==> config.mk <==
export PLATFORM = sky130hd
export DESIGN_NAME = tank_level_ctrl
export DESIGN_NICKNAME = d
export VERILOG_FILES = /design/src/rtl/tank_level_ctrl.sv
export SDC_FILE = /design/constraint.sdc
export NUM_CORES = 1
export LEC_CHECK = 0
export ABC_CLOCK_PERIOD_IN_PS = 3800
export CORE_AREA = 2 2 78 80
export DETAILED_ROUTE_END_ITERATION = 10
export DIE_AREA = 0 0 80 82
export PLACE_DENSITY_LB_ADDON = 0.3
export SLEW_MARGIN = 20
export SYNTH_ARGS = -nofsm -noshare
export SYNTH_HDL_FRONTEND = slang
export SYNTH_SLANG_ARGS = --single-unit
==> constraint.sdc <==
create_clock -name clk -period 3.8 [get_ports clk]
set_input_delay 0.38 -clock clk [delete_from_list [all_inputs] [get_ports clk]]
set_output_delay 0.38 -clock clk [all_outputs]
set_load 0.01 [all_outputs]
==> src/rtl/tank_level_ctrl.sv <==
// Pump controller for a tank with NSENS stacked level sensors: synchronise, debounce, count, run a Moore FSM.
// Optional fill-timeout protection is compiled in with `define TANK_LEVEL_CTRL_TIMEOUT_EN.
module tank_level_ctrl #(
  parameter int NSENS        = 4,
  parameter int DEBOUNCE     = 2000,
  parameter int FILL_TIMEOUT = 30000
) (
  input  logic                         clk,
  input  logic                         rstn,
  input  logic [NSENS-1:0]             lvl,
  input  logic                         clr,
  output logic                         motor,
  output logic                         s_empty,
  output logic                         s_full,
  output logic                         fault,
  output logic [$clog2(NSENS+1)-1:0]   level
);

  localparam int LW = $clog2(NSENS+1);
  localparam int CW = $clog2(DEBOUNCE+1);
  localparam int IW = $clog2(DEBOUNCE+4);

  typedef enum logic [1:0] {INIT, HOLD, FILL, FAULT} state_t;

  function automatic logic [LW-1:0] popcnt(input logic [NSENS-1:0] v);
    logic [LW-1:0] n;
    n = '0;
    for (int i = 0; i < NSENS; i++) n = n + LW'(v[i]);
    return n;
  endfunction

  function automatic logic is_thermo(input logic [NSENS-1:0] v);
    logic ok;
    ok = 1'b1;
    for (int k = 1; k < NSENS; k++)
      if (v[k] && !v[k-1]) ok = 1'b0;
    return ok;
  endfunction

  function automatic state_t decide(input logic cons, input logic [LW-1:0] l);
    if (!cons)         return FAULT;
    else if (l == '0)  return FILL;
    else               return HOLD;
  endfunction

  logic [NSENS-1:0] sync1_q, sync2_q;
  logic [NSENS-1:0] deb_q, deb_d;
  logic [CW-1:0]    cnt_q [NSENS];
  logic [CW-1:0]    cnt_d [NSENS];
  logic [LW-1:0]    level_q, level_d;
  logic             cons_q;
  logic [IW-1:0]    init_q, init_d;
  state_t           state_q, state_d;
  logic             tmo_exp;

  always_comb begin
    deb_d = deb_q;
    for (int i = 0; i < NSENS; i++) begin
      cnt_d[i] = '0;
      // The counter only runs while the synchronised input disagrees with the debounced bit.
      if (sync2_q[i] != deb_q[i]) begin
        if (cnt_q[i] == CW'(DEBOUNCE-1)) deb_d[i] = sync2_q[i];
        else                             cnt_d[i] = cnt_q[i] + 1'b1;
      end
    end
  end

  assign level_d = popcnt(deb_q);

  always_ff @(posedge clk) begin
    if (!rstn) begin
      sync1_q <= '0;
      sync2_q <= '0;
      deb_q   <= '0;
      for (int i = 0; i < NSENS; i++) cnt_q[i] <= '0;
      level_q <= '0;
      cons_q  <= 1'b1;
    end else begin
      sync1_q <= lvl;
      sync2_q <= sync1_q;
      deb_q   <= deb_d;
      for (int i = 0; i < NSENS; i++) cnt_q[i] <= cnt_d[i];
      level_q <= level_d;
      cons_q  <= is_thermo(deb_q);
    end
  end

`ifdef TANK_LEVEL_CTRL_TIMEOUT_EN
  localparam int TW = $clog2(FILL_TIMEOUT+1);
  logic [TW-1:0] tmo_q, tmo_d;
  logic          level_rise;

  // level_d is the popcount about to be registered, so a rise is seen the cycle it lands.
  assign level_rise = (level_d > level_q);
  assign tmo_exp    = (state_q == FILL) && !level_rise && (tmo_q == TW'(FILL_TIMEOUT-1));

  always_comb begin
    tmo_d = tmo_q;
    if (state_q != FILL || level_rise) tmo_d = '0;
    else                               tmo_d = tmo_q + 1'b1;
  end

  always_ff @(posedge clk) begin
    if (!rstn) tmo_q <= '0;
    else       tmo_q <= tmo_d;
  end
`else
  assign tmo_exp = 1'b0;
`endif

  always_comb begin
    state_d = state_q;
    init_d  = init_q;
    case (state_q)
      INIT: begin
        if (init_q == IW'(DEBOUNCE+2)) state_d = decide(cons_q, level_q);
        else                           init_d  = init_q + 1'b1;
      end
      HOLD: begin
        if (!cons_q)              state_d = FAULT;
        else if (level_q == '0)   state_d = FILL;
      end
      FILL: begin
        // Reaching the top wins over a simultaneous timeout expiry.
        if (!cons_q)                       state_d = FAULT;
        else if (level_q == LW'(NSENS))    state_d = HOLD;
        else if (tmo_exp)                  state_d = FAULT;
      end
      FAULT: begin
        if (clr && cons_q) state_d = decide(cons_q, level_q);
      end
      default: state_d = INIT;
    endcase
  end

  // Outputs decode the next state and level so they change on the same edge as the state register.
  always_ff @(posedge clk) begin
    if (!rstn) begin
      state_q <= INIT;
      init_q  <= '0;
      motor   <= 1'b0;
      fault   <= 1'b0;
      s_empty <= 1'b0;
      s_full  <= 1'b0;
    end else begin
      state_q <= state_d;
      init_q  <= init_d;
      motor   <= (state_d == FILL);
      fault   <= (state_d == FAULT);
      s_empty <= (state_d == HOLD || state_d == FILL) && (level_d == '0);
      s_full  <= (state_d == HOLD || state_d == FILL) && (level_d == LW'(NSENS));
    end
  end

  assign level = level_q;

endmodule
==> summary.txt <==
Outcome
  • Status: finished clean

Clocking
  • Post-CTS Setup Bufs: 0
  • Post-cts resize count: 0
  • Inserted Clock Buffers: 9
  • CTS max path bufs: 2
  • Clk slew on worst S/H paths: 80 ps
  • Clock Sinks: 77
  • Hold buffer count at cts: 0
  • Clock latency on the worst-skew pair: about 340 ps
  • CTS HTree Levels: 3
  • Clock root cell: clkbuf_8
  • CTS tree: built

STA
  • Final setup fails: 0
  • Final setup margin: ~1700 ps
  • Period Utilization, post-route: 54.1%
  • Total negative slack: 0 ps
  • Count of pins over their slew limit: 0
  • Clk_skew: roughly 5.5 ps
  • RSZ-0062 raised after global routing: false
  • Relative slew slack: a little under three quarters
  • Final-report hold violation count: 0
  • Slew at the pin with the worst max-slew slack: 420 ps
  • Tmin final: between 2000 and 2500 ps
  • Achievable frequency: just under 0.5 GHz

Min path
  • Hold/Removal Path Class: reg -> reg
  • Hold Path Depth: 1

Floorplanning
  • I/O pin cnt: 14
  • Die area: 0.00656 sq mm
  • Row count: 28
  • Initial Utilization: a little under three fifths
  • DIE WIDTH: ~80 um
  • Core ar.: 0.00575 sq mm
  • Chip Height: 82 um

Route
  • Post-DR vias/cell: ~5.4
  • DR pass1 iterations: 4
  • Total wire length: ~5600 um
  • Routed wire per std cell: 12.4 um
  • Antenna viol nets, final: 0
  • Initial DRC Count: between 80 and 90
  • Drt drc: 0
  • Vias after detailed routing: 2440

Finish
  • Multi-input logic area: 0.00169 sq mm
  • Most frequent cells in the layout: 77 x dfxtp_1, 47 x nor2_1, 20 x and3_1
  • Register area: about 0.0015 sq mm
  • Number of diodes: 0
  • Final #Nets: ~390
  • Fillers: about 500
  • Design area: roughly 0.0037 sq mm
  • Layout Cells excl Fill: about 450
  • Commonest non-fill, non-tap cell in the layout: dfxtp_1
  • Share of layout cells above drive strength 1: under 10%
  • Synth-to-layout area growth: 11.8%

Synthesis
  • Main combinational cell family by area after synthesis: simple AND/OR/NAND/NOR gates
  • Yosys cell types: 47
  • Mux cell area share after synthesis: less than 1%
  • Synthesized instance count: between 300 and 400
  • Synth Area in Simple Gates: approximately a quarter
  • Synth Cell Area: roughly 0.0033 sq mm
  • Sequential cell area fraction in the yosys report: a little under half
  • Post-synth EDFFs: 0
  • Avg Inst Size Synth: around 9.4 sq um
  • Ys async rst share: 0%
  • Compound-Gate Fraction of Synth Area: between 10% and 20%
  • Prevailing post-synth register cell: dfxtp_1
  • Xor-xnor portion of the synthesized cell area: under 10%
  • Adder-cell share of the synthesized area: 4.39%
  • Syn_nets: 369
  • Synthesized flop and latch total: 77
  • Syn. warnings: 0

Global routing
  • Pin count of the biggest net entering global routing: 28
  • Initial antenna violation count: 0
  • Global route total overflow: 0
  • Vias in the first global route: between 2000 and 2500
  • Total track usage: 18.8%
  • First-pass GRT wire length: between 9000 and 10000 um

Power and ir drop
  • Pwr/cell area: 393 mW/mm^2
  • VDD IR-drop max: around 0.00025 V
  • Comb pwr share: 1.9%
  • Switching Fraction: between 20% and 30%
  • Clock power share: between 40% and 50%
  • P_leak: 1.50 nW
  • Cell internal pwr: ~0.0011 W
  • Flop pwr share: 56.6%
  • Psw: between 0.0003 and 0.0004 W

Worst setup path
  • Maximum fanout along the worst path: 5
  • Slowest cell on the critical path: dfxtp_1
  • Critical setup path kind: reg -> reg
  • CP Launch Type: flop
  • Biggest cell delay along the critical path: around 450 ps
  • Most frequent CP cell: ha_1
  • R2R depth: 7
  • Data required time of the worst path: approximately 4000 ps
  • Worst path arrival time: between 2000 and 2500 ps
  • Critical Path, Cell by Cell: ha_1, nand4b_1, o41a_1, a31oi_2, ha_1, nand2_1, nor4b_1
  • Worst Setup End Kind: flop

Job
  • Max-cap violations: 0

Placed design
  • DP Wirelength: slightly below 4000 um
  • Placed cell count: between 400 and 500
  • Dpl ws: 1750 ps
  • Final Wtd Congestion: 0.870
  • IO Port Bufs: 13
  • Dpl cell area: ~0.0035 sq mm
[worst paths after layout]
kind                                 start    endpoint  slack, ps
worst max-delay path             init_q[1]      s_full       1740
worst min register to register  sync1_q[0]  sync2_q[0]        430
worst min-delay path            sync1_q[0]  sync2_q[0]        430
worst max register to register   init_q[1]      s_full       1740
[through the flow]
stage / utilization (%) / hold WS (ps) / power (W)
3_5_place_dp: 61.0 / 419 / 0.000869
3_3_place_gp: 61.0 / 416 / 0.000868
2_1_floorplan: - / 412 / 0.000857
4_1_cts: 64.4 / 437 / 0.00147
5_1_grt: 64.4 / 453 / 0.00151
6_report: 64.4 / 435 / 0.00145
[sequential cells by signal, indices dropped and copies added (netlist names)]
register  flops
motor         1
cnt_q        44
deb_q         4
init_q       11
level         3
state_q       2
s_empty       1
cons_q        1
fault         1
sync2_q       4
sync1_q       4
s_full        1
[area by class of cell]
cell class / instances / share of cell area [%]
Inverter: 11 / 1.12
Multi-Input combinational cell: 255 / 45.7
Sequential cell: 77 / 41.7
Timing Repair Buffer: 14 / 3.72
Clock buffer: 12 / 3.92
Clock inverter: 4 / 1.29
Tap cell: 75 / 2.54
[synth_stat cells, types with 2 or more instances]
| cell type | n | area (sq um) |
|---|---|---|
| o211a_1 | 3 | 30.0 |
| nor3_1 | 3 | 15.0 |
| a211oi_1 | 3 | 22.5 |
| or3_1 | 4 | 25.0 |
| nor4_1 | 4 | 25.0 |
| a41oi_1 | 2 | 17.5 |
| ha_1 | 10 | 125 |
| and2_1 | 19 | 119 |
| nor2_1 | 47 | 176 |
| dfxtp_1 | 77 | 1540 |
| and3_1 | 20 | 125 |
| buf_2 | 3 | 15.0 |
| nand3_1 | 16 | 80.1 |
| a21o_1 | 6 | 45.0 |
| nor2b_1 | 3 | 18.8 |
| o21ai_0 | 4 | 20.0 |
| clkbuf_1 | 5 | 18.8 |
| o221a_2 | 3 | 33.8 |
| xor2_1 | 18 | 158 |
| nor3b_1 | 2 | 15.0 |
| nand4_1 | 10 | 62.6 |
| o21a_1 | 3 | 22.5 |
| inv_1 | 11 | 41.3 |
| mux2i_1 | 2 | 20.0 |
| xnor2_1 | 16 | 140 |
| nand2_1 | 18 | 67.6 |
| a21oi_1 | 13 | 65.1 |
| a31oi_1 | 3 | 18.8 |
| and4_1 | 5 | 43.8 |
[routing by layer]
layer	up-vias	GRT usage [%]	wire, um
li1	1274	-	-
met1	1136	22.1	2610
met2	21	32.1	2730
met3	9	5.71	125
met4	0	7.63	88
met5	-	0	0
[power by group through the flow]
stage | combinational, W | clock [W] | sequential, W
after floorplan | 0.0000180 | 0 | 0.000839
after global placement | 0.0000280 | 0 | 0.000840
after detailed placement | 0.0000287 | 0 | 0.000841
after CTS | 0.0000288 | 0.000616 | 0.000822
after global routing | 0.0000324 | 0.000653 | 0.000823
final | 0.0000282 | 0.000601 | 0.000822
[critical path: cells and delay by family (launching register included)]
kind	cells	cell delay, ps
fa+ha+maj	2	350
compound gates	2	680
flops	1	450
simple gates	3	480
[cells by family after synthesis]
| group | after synthesis |
|---|---|
| AO/OA/AOI/OAI | 48 |
| XOR/XNOR | 34 |
| adder cells (fa/ha/maj) | 11 |
| buffers and inverters | 19 |
| flip-flops | 77 |
| multiplexers | 2 |
| AND/OR/NAND/NOR | 160 |
Power figures use the tool's default switching activity.
